`config.mk`:
```
export PLATFORM = sky130hd
export DESIGN_NAME = cp0_reg
export DESIGN_NICKNAME = d
export VERILOG_FILES = /design/src/rtl/cp0_reg_pkg.sv /design/src/rtl/cp0_timer.sv /design/src/rtl/cp0_reg.sv
export SDC_FILE = /design/constraint.sdc
export NUM_CORES = 1
export LEC_CHECK = 0
export ABC_AREA = 0
export CORE_ASPECT_RATIO = 1.25
export CORE_MARGIN = 3
export CORE_UTILIZATION = 40
export DETAILED_ROUTE_END_ITERATION = 6
export PLACE_DENSITY_LB_ADDON = 0.15
export SLEW_MARGIN = 10
export SYNTH_ARGS = -nofsm -noshare
export SYNTH_HDL_FRONTEND = slang
export SYNTH_SLANG_ARGS = --single-unit
```
`constraint.sdc`:
```
create_clock -name clk -period 8.4 [get_ports clk]
set_input_delay 2.1 -clock clk [delete_from_list [all_inputs] [get_ports clk]]
set_output_delay 2.1 -clock clk [all_outputs]
set_load 0.02 [all_outputs]
```
`src/rtl/cp0_reg_pkg.sv`:
```
// cp0_reg_pkg: shared constants for the CP0 register block.
//   - CP0 register addresses
//   - excepttype codes from the exception unit and ExcCode values
//   - reset value of Status and the general exception vector
package cp0_reg_pkg;

  localparam logic [4:0] CP0_BADVADDR = 5'd8;
  localparam logic [4:0] CP0_COUNT    = 5'd9;
  localparam logic [4:0] CP0_COMPARE  = 5'd11;
  localparam logic [4:0] CP0_STATUS   = 5'd12;
  localparam logic [4:0] CP0_CAUSE    = 5'd13;
  localparam logic [4:0] CP0_EPC      = 5'd14;

  localparam logic [31:0] STATUS_RESET = 32'h0040_0000;
  localparam logic [31:0] EXC_VECTOR   = 32'hbfc0_0380;

  // Software-writable bit masks
  localparam logic [31:0] STATUS_WMASK = 32'h0000_ff03;
  localparam logic [31:0] CAUSE_WMASK  = 32'h0000_0300;

  localparam logic [31:0] ET_NONE = 32'h0;
  localparam logic [31:0] ET_INT  = 32'h1;
  localparam logic [31:0] ET_ADEL = 32'h4;
  localparam logic [31:0] ET_ADES = 32'h5;
  localparam logic [31:0] ET_SYS  = 32'h8;
  localparam logic [31:0] ET_BP   = 32'h9;
  localparam logic [31:0] ET_RI   = 32'ha;
  localparam logic [31:0] ET_OV   = 32'hc;
  localparam logic [31:0] ET_ERET = 32'he;

  localparam logic [4:0] EXC_INT  = 5'h00;
  localparam logic [4:0] EXC_ADEL = 5'h04;
  localparam logic [4:0] EXC_ADES = 5'h05;
  localparam logic [4:0] EXC_SYS  = 5'h08;
  localparam logic [4:0] EXC_BP   = 5'h09;
  localparam logic [4:0] EXC_RI   = 5'h0a;
  localparam logic [4:0] EXC_OV   = 5'h0c;

  // ExcCode is the excepttype value itself, except interrupts map to 0
  function automatic logic [4:0] exc_code(input logic [31:0] et);
    return (et == ET_INT) ? EXC_INT : et[4:0];
  endfunction

endpackage

```
`src/rtl/cp0_timer.sv`:
```
// cp0_timer: Count/Compare timer.
//   clk, rst         clock, async active-high reset
//   count_we         load Count from wdata (also clears the half-rate tick)
//   compare_we       load Compare from wdata (also clears the interrupt)
//   wdata            write data
//   count, compare   register values
//   timer_int        sticky timer interrupt
// Optional feature: CP0_TIMER_INT_EN enables the timer interrupt; when
// undefined timer_int is tied low.
module cp0_timer (
  input  logic        clk,
  input  logic        rst,
  input  logic        count_we,
  input  logic        compare_we,
  input  logic [31:0] wdata,
  output logic [31:0] count,
  output logic [31:0] compare,
  output logic        timer_int
);

  logic tick;

  always_ff @(posedge clk or posedge rst) begin
    if (rst) begin
      count   <= '0;
      compare <= '0;
      tick    <= 1'b0;
    end else begin
      if (count_we) begin
        count <= wdata;
        tick  <= 1'b0;
      end else begin
        tick <= ~tick;
        if (tick) count <= count + 32'd1;
      end
      if (compare_we) compare <= wdata;
    end
  end

`ifdef CP0_TIMER_INT_EN
  // Compare write wins over a same-cycle match
  always_ff @(posedge clk or posedge rst) begin
    if (rst)
      timer_int <= 1'b0;
    else if (compare_we)
      timer_int <= 1'b0;
    else if ((count == compare) && (compare != 32'd0))
      timer_int <= 1'b1;
  end
`else
  assign timer_int = 1'b0;
`endif

endmodule

```
`src/rtl/cp0_reg.sv`:
```
// cp0_reg: MIPS-style coprocessor 0 register block.
//   clk, rst                 clock, async active-high reset
//   we_i, waddr_i, wdata_i   mtc0 write port
//   raddr_i, rdata_o         mfc0 combinational read port
//   int_i                    hardware interrupt lines
//   excepttype_i, pc_i, in_delayslot_i, bad_addr_i   exception info
//   status_o .. badvaddr_o   register values
//   timer_int_o              timer interrupt pending
// Optional feature: CP0_TIMER_INT_EN (timer interrupt; otherwise Cause[15]
// follows int_i[5]).
module cp0_reg
  import cp0_reg_pkg::*;
(
  input  logic        clk,
  input  logic        rst,
  input  logic        we_i,
  input  logic [4:0]  waddr_i,
  input  logic [31:0] wdata_i,
  input  logic [4:0]  raddr_i,
  input  logic [5:0]  int_i,
  input  logic [31:0] excepttype_i,
  input  logic [31:0] pc_i,
  input  logic        in_delayslot_i,
  input  logic [31:0] bad_addr_i,
  output logic [31:0] rdata_o,
  output logic [31:0] status_o,
  output logic [31:0] cause_o,
  output logic [31:0] epc_o,
  output logic [31:0] count_o,
  output logic [31:0] compare_o,
  output logic [31:0] badvaddr_o,
  output logic        timer_int_o
);

  logic [31:0] status_n, cause_n, epc_n, badvaddr_n;
  logic [5:0]  hw_ip;
  logic        is_exc, is_eret;

  cp0_timer u_timer (
    .clk        (clk),
    .rst        (rst),
    .count_we   (we_i && (waddr_i == CP0_COUNT)),
    .compare_we (we_i && (waddr_i == CP0_COMPARE)),
    .wdata      (wdata_i),
    .count      (count_o),
    .compare    (compare_o),
    .timer_int  (timer_int_o)
  );

`ifdef CP0_TIMER_INT_EN
  assign hw_ip = {timer_int_o, int_i[4:0]};
`else
  assign hw_ip = int_i;
`endif

  assign is_eret = (excepttype_i == ET_ERET);
  assign is_exc  = (excepttype_i != ET_NONE) && !is_eret;

  // Software write first, exception fields overlaid afterwards
  always_comb begin
    status_n   = status_o;
    cause_n    = cause_o;
    epc_n      = epc_o;
    badvaddr_n = badvaddr_o;

    if (we_i) begin
      case (waddr_i)
        CP0_STATUS: status_n = (status_o & ~STATUS_WMASK) | (wdata_i & STATUS_WMASK);
        CP0_CAUSE:  cause_n  = (cause_o & ~CAUSE_WMASK) | (wdata_i & CAUSE_WMASK);
        CP0_EPC:    epc_n    = wdata_i;
        default: ;
      endcase
    end

    cause_n[15:10] = hw_ip;

    if (is_exc) begin
      // EPC/BD only captured on the first-level exception (EXL clear before)
      if (!status_o[1]) begin
        epc_n      = in_delayslot_i ? (pc_i - 32'd4) : pc_i;
        cause_n[31] = in_delayslot_i;
      end
      status_n[1]   = 1'b1;
      cause_n[6:2]  = exc_code(excepttype_i);
      if ((excepttype_i == ET_ADEL) || (excepttype_i == ET_ADES))
        badvaddr_n = bad_addr_i;
    end else if (is_eret) begin
      status_n[1] = 1'b0;
    end
  end

  always_ff @(posedge clk or posedge rst) begin
    if (rst) begin
      status_o   <= STATUS_RESET;
      cause_o    <= '0;
      epc_o      <= '0;
      badvaddr_o <= '0;
    end else begin
      status_o   <= status_n;
      cause_o    <= cause_n;
      epc_o      <= epc_n;
      badvaddr_o <= badvaddr_n;
    end
  end

  always_comb begin
    rdata_o = '0;
    case (raddr_i)
      CP0_BADVADDR: rdata_o = badvaddr_o;
      CP0_COUNT:    rdata_o = count_o;
      CP0_COMPARE:  rdata_o = compare_o;
      CP0_STATUS:   rdata_o = status_o;
      CP0_CAUSE:    rdata_o = cause_o;
      CP0_EPC:      rdata_o = epc_o;
      default:      rdata_o = '0;
    endcase
  end

endmodule

```
==> flow_summary.yaml <==
power:
  p_leak_uw: 0.00505
  irDropWorstVdd_v: 0.000135
  power.density_nw_per_um2: 215
floorplanning:
  start_util_pct: 41.4
  rows: 58
  io_pins: 373
  die_x_um: 136
  die_y_um: 168
  dieArea_um2: 22900
  coreArea_um2: 20400
outcome:
  status: "completed"
sta:
  maxSlewViolCount: 0
  fin_hold_ws_ns: 0.523
  tightest_slew_ns: 1.17
  hold_viol: 0
  rsz0062_at_grt: "false"
  post-route-min-period_ns: 7.04
  max_freq_mhz: 142
  finClkSkew_ns: 0.00837
  finalSetupViolCount: 0
  timing.final.crit_share_pct: 83.8
  relSlewSlack_pct: 21.9
  setup_tns_ns: 0
yosys:
  synth_cells: 799
  synth_mux_area_share_pct: 15.0
  synth_ff_type: "dfrtp_1"
  syn_area_per_cell_um2: 10.6
  ys_ff_latch: 153
  ys_async_sr_fraction_pct: 100
  synth-xor-area-share_pct: 6.23
  synth_fa_ha_area_share_pct: 0.296
  yosysWarnings: 0
  synth_top_family_by_area: "simple AND/OR/NAND/NOR gates"
  yosysUniqueCellTypes: 56
  synth-simple-area-share_pct: 15.3
  seq_area_frac_synth_pct: 45.4
  netlist_area_um2: 8440
  synth_compound_area_share_pct: 11.2
  synth_edf_count: 0
detailed_routing:
  wl_per_cell_um: 20.7
  vias: 7548
  via_per_inst: 5.40
  wl_mm: 29.0
  dr.pass1.iters: 6
  drc: 0
  drt_iter0_drc: 564
  detail-route-antenna-nets: 0
final_layout:
  fill_cells: 1725
  drive_gt1_share_pct: 15.1
  final_common_cell: "clkdlybuf4s50_1"
  antenna_cells: 0
  fin_nets: 1268
  syn_to_final_growth_pct: 48.7
  layout_common_cells: "331 x clkdlybuf4s50_1, 153 x dfrtp_1, 98 x mux2_2"
  multi_input_area_um2: 4260
  seq_area_um2: 3830
cts:
  cts-root-buf: "clkbuf_16"
  numCtsBuffers: 17
  cts.repair.resized: 0
  cts_tree: "done"
  postCtsSetupBuffers: 0
  path_clk_slew_ns: 0.06
  clock_latency_ns: 0.42
  hold_buffers: 0
  cts.sinks: 153
  htreeDepth: 4
  clk_path_buf_depth: 2
critical_path:
  crit_fanout: 32
  start_kind: "input pin"
  critPathRequiredTime_ns: 6.30
  worst-setup-path-type: "input pin to output pin"
  cp.arrival_ns: 4.94
  end_kind: "output pin"
grt:
  grt_max_degree: 81
  grt_pass1_wl_mm: 44.2
  antenna_found_initial: 0
  gr-total-overflow: 0
  grt_util_all_layers_pct: 24.9
  grt_pass1_vias: 7543
placed_design:
  hpwlAfterDp_mm: 21.3
  port_buffers: 331
  gp_congestion: 0.840
flow_run:
  maxCapViolations: 0
worst_hold_path:
  hold_class: "flip-flop to flip-flop"
-- cell type report --
class                   count  share of cell area [%]
clock inverters            11                    1.94
repair buffers            341                    27.0
multi-input cells         597                    34.0
inverters                   8                   0.279
flip-flops and latches    153                    30.5
well taps                 270                    2.69
clock buffers              19                    3.61
-- routing by layer --
metal	part of all wire, %	vias to the layer above	GRT usage, %
met3	7.0	46	5.44
met2	51	310	43.1
met1	39	3726	30.8
met5	0	-	0
met4	2.5	0	8.02
li1	-	3466	-
-- report_power, final --
group | leakage [uW] | switching [uW] | total [uW] | internal (uW)
sequential | 0.00194 | 173 | 1030 | 858
clock | 0.000335 | 308 | 910 | 602
combinational | 0.00278 | 372 | 762 | 390
-- worst max-delay path: stages --
cell             delay, ns
clkdlybuf4s50_1       0.47
or3b_2                0.55
nor2_4                0.82
a22oi_1               0.25
nand2_1               0.12
clkdlybuf4s50_1       0.61
-- stage by stage --
| step | cell area, um^2 | setup WS [ns] | cells | utilization, % | power [uW] |
|---|---|---|---|---|---|
| after floorplan | 8590 | 2.18 | 838 | - | 1370 |
| after CTS | 12600 | 1.37 | 1399 | 61.5 | 2730 |
| after global routing | 12600 | 1.21 | 1399 | 61.5 | 2820 |
| final | 12600 | 1.36 | 1399 | 61.5 | 2700 |
| after detailed placement | 11900 | 1.38 | 1369 | 58.1 | 1810 |
| after global placement | 11900 | 1.42 | 1369 | 58.1 | 1800 |
-- final timing paths --
kind | startpoint | to | slack, ns | depth (start not counted)
max in group asynchronous | rst | u_timer.count[15] | 4.75 | 3
hold reg to reg | badvaddr_o[28] | badvaddr_o[28] | 0.52 | 1
setup reg to reg | u_timer.count[10] | u_timer.count[22] | 6.07 | 5
min in group asynchronous | rst | badvaddr_o[30] | 2.17 | 2
setup / recovery | raddr_i[3] | rdata_o[16] | 1.36 | 6
hold / removal | badvaddr_o[28] | badvaddr_o[28] | 0.52 | 1
-- registers in the layout, summed over array words and instances, names as in the netlist --
signal           count
status_o            10
u_timer.tick         1
badvaddr_o          32
u_timer.count       32
cause_o             14
u_timer.compare     32
epc_o               32
-- Yosys cell counts, drive strengths merged, types with 3 or more instances --
master	count	area (um^2)
dfrtp	153	3830
nor4	23	196
nand2	83	312
clkbuf	22	83.8
buf	58	438
o21ai	40	200
nor3b	7	68.8
nor3	19	115
xnor2	37	324
nand2b	3	18.8
nand4b	3	26.3
inv	8	30.0
nand3	24	125
a222oi	9	90.1
mux2i	11	110
a22oi	62	465
mux2	102	1150
nand4	12	103
a21oi	24	124
xor2	23	201
nor2	45	169
and3	7	43.8
-- kinds of logic (layout without fill, tap and decap cells) --
group | after synthesis | after routing
adder cells (fa/ha/maj) | 2 | 2
buffers and inverters | 88 | 379
AND/OR/NAND/NOR | 238 | 238
AO/OA/AOI/OAI | 143 | 143
multiplexers | 113 | 113
flip-flops | 153 | 153
other | 2 | 41
XOR/XNOR | 60 | 60
No activity file was read; power rests on OpenSTA's default activity.
